<file path="config.mk">
export PLATFORM = sky130hd
export DESIGN_NAME = mac_accum_pipe
export DESIGN_NICKNAME = d
export VERILOG_FILES = /design/src/rtl/mac_accum_pipe.sv
export SDC_FILE = /design/constraint.sdc
export NUM_CORES = 1
export LEC_CHECK = 0
export CAP_MARGIN = 20
export CORE_UTILIZATION = 56
export DETAILED_ROUTE_END_ITERATION = 6
export GPL_TIMING_DRIVEN = 0
export PLACE_DENSITY = 0.81
export SLEW_MARGIN = 10
export SYNTH_ARGS = -nofsm -noshare
export SYNTH_HDL_FRONTEND = slang
export SYNTH_SLANG_ARGS = --single-unit
</file>
<file path="constraint.sdc">
create_clock -name clk -period 4.08 [get_ports clk]
set_input_delay 0.816 -clock clk [delete_from_list [all_inputs] [get_ports clk]]
set_output_delay 0.816 -clock clk [all_outputs]
set_load 0.02 [all_outputs]
</file>
<file path="src/rtl/mac_accum_pipe.sv">
// Pipelined signed multiply-accumulate over framed vectors (acc = bias + sum a*b).
// Stages: S1 product register, S2 accumulator/framing FSM, then output register with backpressure.
module mac_accum_pipe #(
    parameter int unsigned A_W    = 9,
    parameter int unsigned B_W    = 2,
    parameter int unsigned ACC_W  = 16,
    parameter int unsigned CNT_W  = 8,
    parameter bit          SAT_EN = 1'b1
) (
    input  logic             clk,
    input  logic             rst,
    input  logic             in_valid,
    output logic             in_ready,
    input  logic             in_first,
    input  logic             in_last,
    input  logic [A_W-1:0]   in_a,
    input  logic [B_W-1:0]   in_b,
    input  logic [ACC_W-1:0] in_bias,
    output logic             out_valid,
    input  logic             out_ready,
    output logic [ACC_W-1:0] out_acc,
    output logic [CNT_W-1:0] out_cnt,
    output logic             out_ovf,
    output logic             seq_err
);

    localparam int unsigned      P_W     = A_W + B_W;
    localparam int unsigned      S_W     = ACC_W + 1;
    localparam logic [ACC_W-1:0] ACC_MAX = {1'b0, {(ACC_W-1){1'b1}}};
    localparam logic [ACC_W-1:0] ACC_MIN = {1'b1, {(ACC_W-1){1'b0}}};

    if (ACC_W < P_W) begin : g_width_check
        $error("mac_accum_pipe: ACC_W (%0d) must be >= A_W + B_W (%0d)", ACC_W, P_W);
    end

    typedef enum logic {
        ST_IDLE = 1'b0,
        ST_ACC  = 1'b1
    } state_t;

    typedef struct packed {
        logic             first;
        logic             last;
        logic [ACC_W-1:0] bias;
        logic [P_W-1:0]   p;
    } s1_t;

    logic             w_stall;
    logic             w_adv;
    logic [P_W-1:0]   w_a_ext;
    logic [P_W-1:0]   w_b_ext;
    logic [P_W-1:0]   w_prod;
    s1_t              w_s1_d;
    s1_t              r_s1;
    logic             r_s1_valid;

    state_t           r_state;
    state_t           w_state_nxt;
    logic [ACC_W-1:0] r_acc;
    logic [ACC_W-1:0] w_acc_nxt;
    logic [CNT_W-1:0] r_cnt;
    logic [CNT_W-1:0] w_cnt_nxt;
    logic             r_ovf;
    logic             w_ovf_nxt;
    logic             r_seq_err;
    logic             w_seq_err_nxt;
    logic             r_s2_done;
    logic             w_s2_done_nxt;

    logic             w_open;
    logic             w_start;
    logic             w_bad_frame;
    logic [ACC_W-1:0] w_base;
    logic [S_W-1:0]   w_sum;
    logic             w_beat_ovf;
    logic [ACC_W-1:0] w_acc_res;

    logic             r_out_valid;
    logic [ACC_W-1:0] r_out_acc;
    logic [CNT_W-1:0] r_out_cnt;
    logic             r_out_ovf;

    // A pending result that downstream refuses freezes every stage.
    assign w_stall  = r_out_valid & ~out_ready;
    assign in_ready = ~w_stall;
    assign w_adv    = r_s1_valid & ~w_stall;

    // Sign-extend to the full product width; the low P_W bits are the exact signed product.
    assign w_a_ext = {{B_W{in_a[A_W-1]}}, in_a};
    assign w_b_ext = {{A_W{in_b[B_W-1]}}, in_b};
    assign w_prod  = w_a_ext * w_b_ext;
    assign w_s1_d  = {in_first, in_last, in_bias, w_prod};

    always_ff @(posedge clk) begin
        if (rst) begin
            r_s1_valid <= 1'b0;
            r_s1       <= '0;
        end else if (!w_stall) begin
            r_s1_valid <= in_valid;
            if (in_valid) begin
                r_s1 <= w_s1_d;
            end
        end
    end

    // A beat without an open vector starts one from zero; a first inside an open vector restarts it.
    assign w_open      = (r_state == ST_ACC);
    assign w_start     = r_s1.first | ~w_open;
    assign w_bad_frame = (w_open & r_s1.first) | (~w_open & ~r_s1.first);
    assign w_base      = r_s1.first ? r_s1.bias : (w_open ? r_acc : '0);
    assign w_sum       = {w_base[ACC_W-1], w_base} + {{(S_W-P_W){r_s1.p[P_W-1]}}, r_s1.p};
    assign w_beat_ovf  = w_sum[ACC_W] ^ w_sum[ACC_W-1];
    assign w_acc_res   = (SAT_EN && w_beat_ovf) ? (w_sum[ACC_W] ? ACC_MIN : ACC_MAX)
                                                : w_sum[ACC_W-1:0];

    always_comb begin
        w_state_nxt   = r_state;
        w_acc_nxt     = r_acc;
        w_cnt_nxt     = r_cnt;
        w_ovf_nxt     = r_ovf;
        w_seq_err_nxt = r_seq_err;
        w_s2_done_nxt = r_s2_done;
        if (w_adv) begin
            w_acc_nxt     = w_acc_res;
            w_cnt_nxt     = w_start ? CNT_W'(1) : ((&r_cnt) ? r_cnt : r_cnt + CNT_W'(1));
            w_ovf_nxt     = (~w_start & r_ovf) | w_beat_ovf;
            w_seq_err_nxt = r_seq_err | w_bad_frame;
            w_s2_done_nxt = r_s1.last;
            w_state_nxt   = r_s1.last ? ST_IDLE : ST_ACC;
        end else if (!w_stall) begin
            w_s2_done_nxt = 1'b0;
        end
    end

    always_ff @(posedge clk) begin
        if (rst) begin
            r_state   <= ST_IDLE;
            r_acc     <= '0;
            r_cnt     <= '0;
            r_ovf     <= 1'b0;
            r_seq_err <= 1'b0;
            r_s2_done <= 1'b0;
        end else begin
            r_state   <= w_state_nxt;
            r_acc     <= w_acc_nxt;
            r_cnt     <= w_cnt_nxt;
            r_ovf     <= w_ovf_nxt;
            r_seq_err <= w_seq_err_nxt;
            r_s2_done <= w_s2_done_nxt;
        end
    end

    // Finished vector moves to the output regs; a consumed result is replaced without a bubble.
    always_ff @(posedge clk) begin
        if (rst) begin
            r_out_valid <= 1'b0;
            r_out_acc   <= '0;
            r_out_cnt   <= '0;
            r_out_ovf   <= 1'b0;
        end else if (!w_stall) begin
            r_out_valid <= r_s2_done;
            if (r_s2_done) begin
                r_out_acc <= r_acc;
                r_out_cnt <= r_cnt;
                r_out_ovf <= r_ovf;
            end
        end
    end

    assign out_valid = r_out_valid;
    assign out_acc   = r_out_acc;
    assign out_cnt   = r_out_cnt;
    assign out_ovf   = r_out_ovf;
    assign seq_err   = r_seq_err;

endmodule

</file>
==> summary.md <==
| Metric | Value |
|---|---|
| Synthesis-stage register bit count | `84` |
| H-tree depth | `3` |
| Clock transition at path regs | `90 ps` |
| Initial antenna violation count | `0` |
| Share of layout cells above drive strength 1 | `7.176%` |
| RePlAce Congestion | `0.9141` |
| Synth Flop Type | `dfxtp_1` |
| Max-Cap Viols | `0` |
| Mean Syn Cell Area | `8.226 um2` |
| Die width | `93.18 um` |
| DRT Pass-1 Iters | `4` |
| Clock Latency Late Sink | `360 ps` |
| Top-area cell type share of the netlist area | `36.12%` |
| P&R area growth vs syn | `19.89%` |
| Worst Setup End Kind | `register` |
| DRC violations left | `0` |
| Yosys cell types | `51` |
| Synth warnings | `0` |
| Post-synthesis sequential area ratio | `36.12%` |
| Max_slew headroom | `54.94%` |
| Global Route met1 Usage | `35.94%` |
| PwrDens | `331.0 nW/um2` |
| IO Pins | `61` |
| Ys async rst share | `0%` |
| Congestion Overflow GR | `0` |
| Starting DRC count in detailed routing | `242` |
| R2R setup slack | `190 ps` |
| Synth Instances | `566` |
| Ant diodes | `0` |
| Initial Util | `59.03%` |
| Hold Crit Class | `register to register` |
| Hold Buf Count CTS | `0` |
| DP Cell Count | `727` |
| Total negative slack | `0 ps` |
| Startpoint Class | `register` |
| R2R cell count | `12` |
| Status | `complete, no violations` |
| First-pass GRT wire length | `18190 um` |
| Resized cells post-CTS | `0` |
| WHS | `456.9 ps` |
| Largest net degree at the start of global routing | `17` |
| Detailed-route via count | `4135` |
| Final setup violation count | `0` |
| Post-route ant nets | `0` |
| Final period util | `95.25%` |
| WL/cell | `14.85 um` |
| Reg-to-reg startpoint | `r_state` |
| Nets | `705` |
| Slew Limit Fails | `0` |
| Capturing point of the worst reg2reg path | `r_acc[11]` |
| Leak Pwr | `2.128 nW` |
| Final WL | `11030 um` |
| Vias per inst | `5.565` |
| Non-filler instance count after layout | `743` |
| Commonest non-fill, non-tap cell in the layout | `nand2_1` |
| Worst hold path startpoint | `out_acc[6]` |
| Post-DP HPWL | `8642 um` |
| Synth top area cells | `dfxtp_1, nand2_1, ha_1` |
| Setup CP Type | `register to register` |
| Post-layout util | `70.76%` |
| CTS root buf | `clkbuf_8` |
| Rows | `32` |
| Final Hold Vio Count | `0` |
| Clock sinks | `84` |
| Max FO, Critical Path | `10` |
| CTS tree | `built` |
| Port Buffers | `59` |
| GR Layer Usage met3 | `4.553%` |
| Core area | `7888 um2` |
| Die ar. | `8683 um2` |
| Area of the mapped netlist | `4656 um2` |
| RSZ-0062 raised after global routing | `no` |
| Post-CTS Repair Setup Buffers | `0` |
| Area leader, netlist | `dfxtp_1` |
| Commonest non-fill, non-tap cells in the layout | `nand2_1, dfxtp_1, a21oi_1` |
| CP Launch Point | `r_state` |
| Final Power | `0.001847 W` |
| Worst VDD drop | `0.1983 mV` |
| Total GRT Usage | `26.84%` |
| Fmax | `0.2573 GHz` |
| CP arrival | `4100 ps` |
| CP required | `4290 ps` |
| Grt peak-use layer | `met2` |
| Post-route minimum period | `3886 ps` |
| Setup crit end | `r_acc[11]` |
| Vias in the first global route | `3816` |
| Worst Max-Slew Pin Slew | `675.8 ps` |
| Net count after synthesis | `635` |
| Die height | `93.18 um` |
| Met2 global-route usage | `43.20%` |
| Max clock buf depth | `2` |
| Worst Skew | `13.72 ps` |
| Post-synth EDFFs | `0` |
| Total CTS buffers | `9` |
==> where the power goes <==
part,total [W],internal (W),switching (W)
Clock,0.000618,0.000295,0.000323
Combinational,0.000342,0.000156,0.000186
Sequential,0.000888,0.000855,0.0000331
Total,0.00185,0.00131,0.000542
==> registers in the layout, summed over array words and instances (netlist names) <==
signal / count
r_s1: 29
out_ovf: 1
seq_err: 1
out_acc: 16
out_valid: 1
r_acc: 16
r_state: 1
r_s2_done: 1
r_s1_valid: 1
r_cnt: 8
out_cnt: 8
r_ovf: 1
==> cell usage after synthesis, drive strengths merged, types with 2 or more instances <==
master	instances
xnor2	6
nand2	113
clkbuf	28
xor2	12
a211oi	19
ha	33
dfxtp	84
o21ai	16
or3	2
a22o	15
and3	3
a31oi	3
o21a	2
o31ai	2
nor3	4
nand2b	5
and2	10
nor2b	6
o21bai	2
a311oi	2
inv	17
nand3	12
nand4	2
a21o	7
nor4	2
nor2	45
o211ai	3
fa	3
maj3	15
buf	3
a21oi	76
==> how the worst min path moves through the flow <==
stage / depth (start not counted) / to
final: 2 / out_acc[6]
after global routing: 2 / out_acc[4]
after CTS: 2 / out_acc[6]
after detailed placement: 2 / out_cnt[2]
after global placement: 2 / out_cnt[4]
after floorplan: 2 / out_ovf
==> routing by layer <==
| layer | wire (um) | vias to the layer above | part of all wire (%) |
|---|---|---|---|
| li1 | - | 2101 | - |
| met3 | 667 | 19 | 6.0 |
| met2 | 4924 | 128 | 45 |
| met1 | 5178 | 1887 | 47 |
| met4 | 263 | 0 | 2.4 |
| met5 | 0 | - | 0 |
==> metrics by stage <==
stage | worst slack [ps] | instance area (um2)
finish | 193.9 | 5582
global route | 8.087 | 5582
CTS | 196.7 | 5582
detailed placement | 135.3 | 5374
global placement | 187.4 | 5374
floorplan | 885.7 | 4656
==> cell families (layout without fill, tap and decap cells) <==
| family | Yosys count | count (layout) | synth area share [%] |
|---|---|---|---|
| xor+xnor | 18 | 18 | 3.386 |
| simple gates | 207 | 207 | 19.43 |
| compound gates | 156 | 156 | 22.90 |
| fa+ha+maj | 51 | 51 | 13.68 |
| buf+inv | 49 | 124 | 4.273 |
| mux | 1 | 1 | 0.2150 |
| flops | 84 | 84 | 36.12 |
==> cell type report <==
cell class | count | area [um2]
Buffer | 31 | 131.4
Clock buffer | 9 | 123.9
Clock inverter | 7 | 83.83
Fill cell | 645 | 2306
Inverter | 18 | 67.56
Multi-Input combinational cell | 433 | 2775
Sequential cell | 84 | 1682
Tap cell | 102 | 127.6
Timing Repair Buffer | 59 | 590.6
==> critical path, stage by stage (launching register included) <==
cell and delay, ps:
dfxtp_1 400, nor2b_1 470, clkbuf_1 400, a22o_1 250, ha_1 260, a211oi_1 340
o211a_4 260, nor4_4 60, or2_1 270, a221oi_4 520, buf_6 220, maj3_2 200
a211oi_2 70
Note: power is estimated with default switching activity, not from simulation.
